$ cat src/rtl/mem_arbiter_if.sv
// mem_arbiter_if: bundles the fetch port, the load/store port and the memory
// side of the single-port access sequencer.
//   slave  : the arbiter (drives valid/data pulses and the memory address bus)
//   master : the requesters plus the memory model (drive reqs, addresses and read data)
interface mem_arbiter_if #(
  parameter int AW = 16,
  parameter int DW = 16
);
  logic          f_req;
  logic [AW-1:0] f_addr;
  logic          f_valid;
  logic [DW-1:0] f_data;
  logic          d_req;
  logic          d_we;
  logic [AW-1:0] d_addr;
  logic [DW-1:0] d_wdata;
  logic          d_valid;
  logic [DW-1:0] d_rdata;
  logic [AW-1:0] mem_addr;
  logic [DW-1:0] mem_data;
  logic          mem_wEn;
  logic [DW-1:0] mem_outData;
  logic          busy;

  modport slave (
    input  f_req, f_addr, d_req, d_we, d_addr, d_wdata, mem_outData,
    output f_valid, f_data, d_valid, d_rdata, mem_addr, mem_data, mem_wEn, busy
  );

  modport master (
    output f_req, f_addr, d_req, d_we, d_addr, d_wdata, mem_outData,
    input  f_valid, f_data, d_valid, d_rdata, mem_addr, mem_data, mem_wEn, busy
  );
endinterface

$ cat src/rtl/mem_arbiter.sv
// mem_arbiter: single-port access sequencer in front of a word memory.
// Arbitrates instruction fetch vs. load/store, registers the memory address,
// write data and write enable for one ACCESS cycle, then returns a one-cycle
// valid pulse in RESP. Sequence IDLE -> ACCESS -> RESP -> IDLE (3 cycles/access).
// Ports:
//   clk   : system clock, rising edge
//   reset : synchronous, active-high
//   bus   : mem_arbiter_if.slave (fetch port, data port, memory port, busy)
// Data normally wins a tie; after STARVE_LIMIT consecutive data grants with a
// fetch waiting, fetch is forced through once.
module mem_arbiter #(
  parameter int AW           = 16,
  parameter int DW           = 16,
  parameter int STARVE_LIMIT = 4
) (
  input  logic          clk,
  input  logic          reset,
  mem_arbiter_if.slave  bus
);
  localparam int            CW  = $clog2(STARVE_LIMIT + 1);
  localparam logic [CW-1:0] LIM = CW'(STARVE_LIMIT);

  typedef enum logic [1:0] {IDLE, ACCESS, RESP} state_t;

  state_t        state;
  logic          win_d;      // 1 = data port owns the current access
  logic          we_q;       // store flag for the current access
  logic [CW-1:0] starve_cnt;
  logic          pick_d;

  // Data wins unless fetch is waiting and has been starved long enough.
  assign pick_d = bus.d_req & (~bus.f_req | (starve_cnt != LIM));

  always_ff @(posedge clk) begin
    if (reset) begin
      state       <= IDLE;
      win_d       <= 1'b0;
      we_q        <= 1'b0;
      starve_cnt  <= '0;
      bus.f_valid <= 1'b0;
      bus.f_data  <= '0;
      bus.d_valid <= 1'b0;
      bus.d_rdata <= '0;
      bus.mem_addr <= '0;
      bus.mem_data <= '0;
      bus.mem_wEn <= 1'b0;
      bus.busy    <= 1'b0;
    end else begin
      bus.f_valid <= 1'b0;
      bus.d_valid <= 1'b0;
      case (state)
        IDLE: begin
          bus.mem_wEn <= 1'b0;
          if (bus.f_req | bus.d_req) begin
            win_d    <= pick_d;
            bus.busy <= 1'b1;
            state    <= ACCESS;
            if (pick_d) begin
              bus.mem_addr <= bus.d_addr;
              bus.mem_data <= bus.d_wdata;
              we_q         <= bus.d_we;
              bus.mem_wEn  <= bus.d_we;
              // Only count grants that actually made a fetch wait.
              if (bus.f_req)
                starve_cnt <= (starve_cnt == LIM) ? LIM : starve_cnt + 1'b1;
              else
                starve_cnt <= '0;
            end else begin
              bus.mem_addr <= bus.f_addr;
              we_q         <= 1'b0;
              starve_cnt   <= '0;
            end
          end
        end
        ACCESS: begin
          bus.mem_wEn <= 1'b0;
          // Read data is combinational from memory; capture it on the closing edge.
          if (!we_q) begin
            if (win_d) bus.d_rdata <= bus.mem_outData;
            else       bus.f_data  <= bus.mem_outData;
          end
          bus.d_valid <= win_d;
          bus.f_valid <= ~win_d;
          state       <= RESP;
        end
        RESP: begin
          bus.busy <= 1'b0;
          state    <= IDLE;
        end
        default: begin
          bus.busy    <= 1'b0;
          bus.mem_wEn <= 1'b0;
          state       <= IDLE;
        end
      endcase
    end
  end
endmodule
$ cat src/flat_wrapper.sv
// flat-port wrapper written by rule: the top's interface ports become plain ports
module mem_arbiter_flat 
#(
  parameter int AW           = 16,
  parameter int DW           = 16,
  parameter int STARVE_LIMIT = 4
)
  (clk, reset, bus_f_req, bus_f_addr, bus_d_req, bus_d_we, bus_d_addr, bus_d_wdata, bus_mem_outData, bus_f_valid, bus_f_data, bus_d_valid, bus_d_rdata, bus_mem_addr, bus_mem_data, bus_mem_wEn, bus_busy);
  mem_arbiter_if #(.AW(AW), .DW(DW)) bus_i ();
  input  logic clk;
  input  logic reset;
  input wire logic [$bits(bus_i.f_req)-1:0] bus_f_req;
  input wire logic [$bits(bus_i.f_addr)-1:0] bus_f_addr;
  input wire logic [$bits(bus_i.d_req)-1:0] bus_d_req;
  input wire logic [$bits(bus_i.d_we)-1:0] bus_d_we;
  input wire logic [$bits(bus_i.d_addr)-1:0] bus_d_addr;
  input wire logic [$bits(bus_i.d_wdata)-1:0] bus_d_wdata;
  input wire logic [$bits(bus_i.mem_outData)-1:0] bus_mem_outData;
  output wire logic [$bits(bus_i.f_valid)-1:0] bus_f_valid;
  output wire logic [$bits(bus_i.f_data)-1:0] bus_f_data;
  output wire logic [$bits(bus_i.d_valid)-1:0] bus_d_valid;
  output wire logic [$bits(bus_i.d_rdata)-1:0] bus_d_rdata;
  output wire logic [$bits(bus_i.mem_addr)-1:0] bus_mem_addr;
  output wire logic [$bits(bus_i.mem_data)-1:0] bus_mem_data;
  output wire logic [$bits(bus_i.mem_wEn)-1:0] bus_mem_wEn;
  output wire logic [$bits(bus_i.busy)-1:0] bus_busy;
  assign bus_i.f_req = bus_f_req;
  assign bus_i.f_addr = bus_f_addr;
  assign bus_i.d_req = bus_d_req;
  assign bus_i.d_we = bus_d_we;
  assign bus_i.d_addr = bus_d_addr;
  assign bus_i.d_wdata = bus_d_wdata;
  assign bus_i.mem_outData = bus_mem_outData;
  assign bus_f_valid = bus_i.f_valid;
  assign bus_f_data = bus_i.f_data;
  assign bus_d_valid = bus_i.d_valid;
  assign bus_d_rdata = bus_i.d_rdata;
  assign bus_mem_addr = bus_i.mem_addr;
  assign bus_mem_data = bus_i.mem_data;
  assign bus_mem_wEn = bus_i.mem_wEn;
  assign bus_busy = bus_i.busy;
  mem_arbiter #(.AW(AW), .DW(DW), .STARVE_LIMIT(STARVE_LIMIT)) u_core (.clk(clk), .reset(reset), .bus(bus_i));
endmodule
$ cat config.mk
export PLATFORM = sky130hd
export DESIGN_NAME = mem_arbiter_flat
export DESIGN_NICKNAME = d
export VERILOG_FILES = /design/src/rtl/mem_arbiter_if.sv /design/src/rtl/mem_arbiter.sv /design/src/flat_wrapper.sv
export SDC_FILE = /design/constraint.sdc
export NUM_CORES = 1
export LEC_CHECK = 0
export ABC_AREA = 1
export CAP_MARGIN = 20
export CORE_MARGIN = 2
export CORE_UTILIZATION = 42
export DETAILED_ROUTE_END_ITERATION = 8
export PLACE_DENSITY = 0.87
export SLEW_MARGIN = 30
export SYNTH_ARGS = -nofsm -noshare
export SYNTH_HDL_FRONTEND = slang
export SYNTH_SLANG_ARGS = --single-unit
export TNS_END_PERCENT = 50
$ cat constraint.sdc
create_clock -name clk -period 1.9 [get_ports clk]
set_input_delay 0.285 -clock clk [delete_from_list [all_inputs] [get_ports clk]]
set_output_delay 0.285 -clock clk [all_outputs]
set_load 0.02 [all_outputs]
==> metrics.md <==
| Metric | Value |
|---|---|
| Slew @ Worst Pin | `just under 0.4 ns` |
| Hold_ws | `roughly 0.46 ns` |
| Period minus WS final | `approximately 1.6 ns` |
| Setup-failing EPs final | `0` |
| Util after Layout | `around two thirds` |
| Fill cells | `around 610` |
| Hold_buf cts | `0` |
| Initial DRC Count | `approximately 120` |
| Fin crit share | `~85%` |
| Filler-free cell count of the finished design | `660` |
| CORE AREA | `roughly 7300 um2` |
| YS warnings | `0` |
| Number of global-route vias before repair | `between 2k and 3k` |
| Unrepaired setup endpoints after global routing | `no` |
| Fmax achieved | `622 MHz` |
| Post-DR wirelength/cell | `approximately 13 um` |
| First-pass GRT wire length | `between 10 and 15 mm` |
| I/O Buffers | `136` |
| Synthesized area | `approximately 3200 um2` |
| Layout cells sized above 1 | `under 10%` |
| Total negative slack | `0 ns` |
| Final Power | `between 4 and 5 mW` |
| DR vias | `around 3.2k` |
| Setup bufs post-CTS | `0` |
| Post-synth ARST share | `0%` |
| Post-CTS Resized | `0` |
| Clk_lat worst skew | `roughly 0.34 ns` |
| Critical path's largest stage delay | `0.65 ns` |
| Cells after synthesis | `425` |
| Syn_nets | `496` |
| Largest net degree at the start of global routing | `35` |
| Htree depth | `3` |
| WP buf/inv | `1` |
| Crit-path slowest cell | `clkdlybuf4s50_1` |
| Standard-cell row count | `31` |
| Top Family by Delay on Critical Path | `buffers and inverters` |
| PD cells | `around 840 nW/um2` |
| Critical path launch point type | `flip-flop` |
| Final hold violation count | `0` |
| I/O pin cnt | `137` |
| Chip Width | `90.6 um` |
| Worst relative slew slack | `74.0%` |
| Initial Util | `43.4%` |
| Critical path required time | `between 1.5 and 2 ns` |
| LEAKAGE | `~2.0 nW` |
| Clock Pin Slew Worst Setup and Hold Paths | `around 0.070 ns` |
| Drt pass-1 iters | `6` |
| CTS tree | `built` |
| DR DRC count | `0` |
| Inserted Clock Buffers | `9` |
| Critical path class | `flip-flop to output port` |
| VDD IR max | `around 0.38 mV` |
| Crit end category | `output port` |
| Grt ovf | `0` |
| Chip Height | `roughly 91 um` |
| Max Cap Viol | `0` |
| Mean post-synth cell area | `7.41 um2` |
| Ant diodes | `0` |
| Ys flop type | `dfxtp_1` |
| Seq/Total Area, Yosys | `a little under half` |
| Critical-path cell list | `clkdlybuf4s50_1` |
| Initial antenna violation count | `0` |
| Status | `finished clean` |
| Die area | `between 8000 and 9000 um2` |
| Clock tree buffer depth | `2` |
| Hpwl dp | `6.06 mm` |
| Count of pins over their slew limit | `0` |
| GRT Total Usage | `between 20% and 30%` |
| Root Driver | `clkbuf_8` |
| Routability cong. | `0.788` |
| Yosys cell types | `27` |
| Area growth syn-to-layout | `50.9%` |
| Post-synth EDFFs | `0` |
| Total Wirelength | `~8.4 mm` |
| Placed insts | `roughly 640` |
| Clk sinks | `75` |
| Crit path arrival time | `1.32 ns` |
| Min-Delay Path Class | `flip-flop to flip-flop` |
| Worst-path maximum fanout | `2` |
| Vias per Instance | `4.79` |
| Layout Nets | `~630` |
| #FFs+latches synth | `75` |
| Setup Skew | `~0.015 ns` |
| Final ANT Viol Nets | `0` |
-- layout by cell type, fill, tap and decap left out, types with 3 or more instances in the layout --
cell type,n
nor2_2,3
o21ai_0,23
inv_1,43
clkdlybuf4s50_1,136
buf_4,7
clkbuf_8,9
clkinv_4,3
o21ai_1,10
nand2_1,84
nor2_1,75
a21oi_1,37
dfxtp_1,75
nand3_1,34
-- synthesized netlist by cell type (3+ instances only) --
| cell | count | area, um2 |
|---|---|---|
| clkbuf_1 | 8 | 30.0 |
| o21ai_0 | 23 | 115 |
| buf_2 | 4 | 20.0 |
| nor2_2 | 3 | 18.8 |
| buf_6 | 7 | 78.8 |
| dfxtp_1 | 75 | 1500 |
| nand2_1 | 84 | 315 |
| nor2_1 | 75 | 282 |
| o21ai_1 | 10 | 50.1 |
| inv_1 | 43 | 161 |
| nand3_1 | 34 | 170 |
| buf_4 | 4 | 30.0 |
| a21oi_1 | 37 | 185 |
-- through the flow --
stage                     instance area [um2]  setup WS, ns
after floorplan                          3150         0.547
after global placement                   4530         0.134
after detailed placement                 4530        0.0629
after CTS                                4750         0.283
after global routing                     4750         0.221
final                                    4750         0.291
-- logic make-up after synthesis --
family	after synthesis	share of synthesized area [%]
AND/OR/NAND/NOR	208	29.5
flip-flops	75	47.7
AO/OA/AOI/OAI	70	11.1
buffers and inverters	70	10.9
adder cells (fa/ha/maj)	2	0.794
-- layer usage --
metal	routed length, um	share of wire, %	vias up	track usage [%]
met4	151	1.8	0	7.56
met3	522	6.2	14	4.76
li1	-	-	1593	-
met5	0	0	-	0
met1	3480	41	1426	24.2
met2	4240	51	126	35.4
-- registers in the layout (all words and copies together) (netlist names) --
register and count:
u_core.starve_cnt 3, u_core.win_d 1, u_core.bus.mem_data 16, u_core.bus.d_valid 1, u_core.bus.mem_wEn 1, u_core.bus.d_rdata 16, u_core.bus.busy 1, u_core.bus.f_valid 1
u_core.bus.mem_addr 16, u_core.state 2, u_core.we_q 1, u_core.bus.f_data 16
-- report_power, final --
group	internal [mW]	total (mW)	leakage, nW	switching (mW)
Combinational	0.427	0.889	1.29	0.462
Sequential	1.69	1.76	0.615	0.0680
Clock	0.749	1.36	0.114	0.611
Total	2.86	4.00	2.02	1.14
-- final timing paths --
path	start	endpoint	slack [ns]	cells past startpoint
worst max register to register	u_core.starve_cnt[0]	u_core.bus.mem_data[5]	0.37	8
worst max-delay path	u_core.bus.mem_wEn	bus_mem_wEn	0.29	1
worst min register to register	u_core.bus.f_data[2]	u_core.bus.f_data[2]	0.46	2
worst min-delay path	u_core.bus.f_data[2]	u_core.bus.f_data[2]	0.46	2
-- area by class of cell --
class                   instances  area, um2  area share [%]
flip-flops and latches         75       1500            31.6
repair buffers                143       1410            29.7
multi-input cells             280       1310            27.5
inverters                      47        184            3.87
clock buffers                   9        124            2.61
well taps                      99        124            2.61
clock inverters                 7        100            2.11
-- worst min-delay path, stage by stage, from the launching register on --
cell     delay [ns]
dfxtp_1        0.31
nand2_1        0.06
a21oi_1        0.05
No activity file was read; power rests on OpenSTA's default activity.
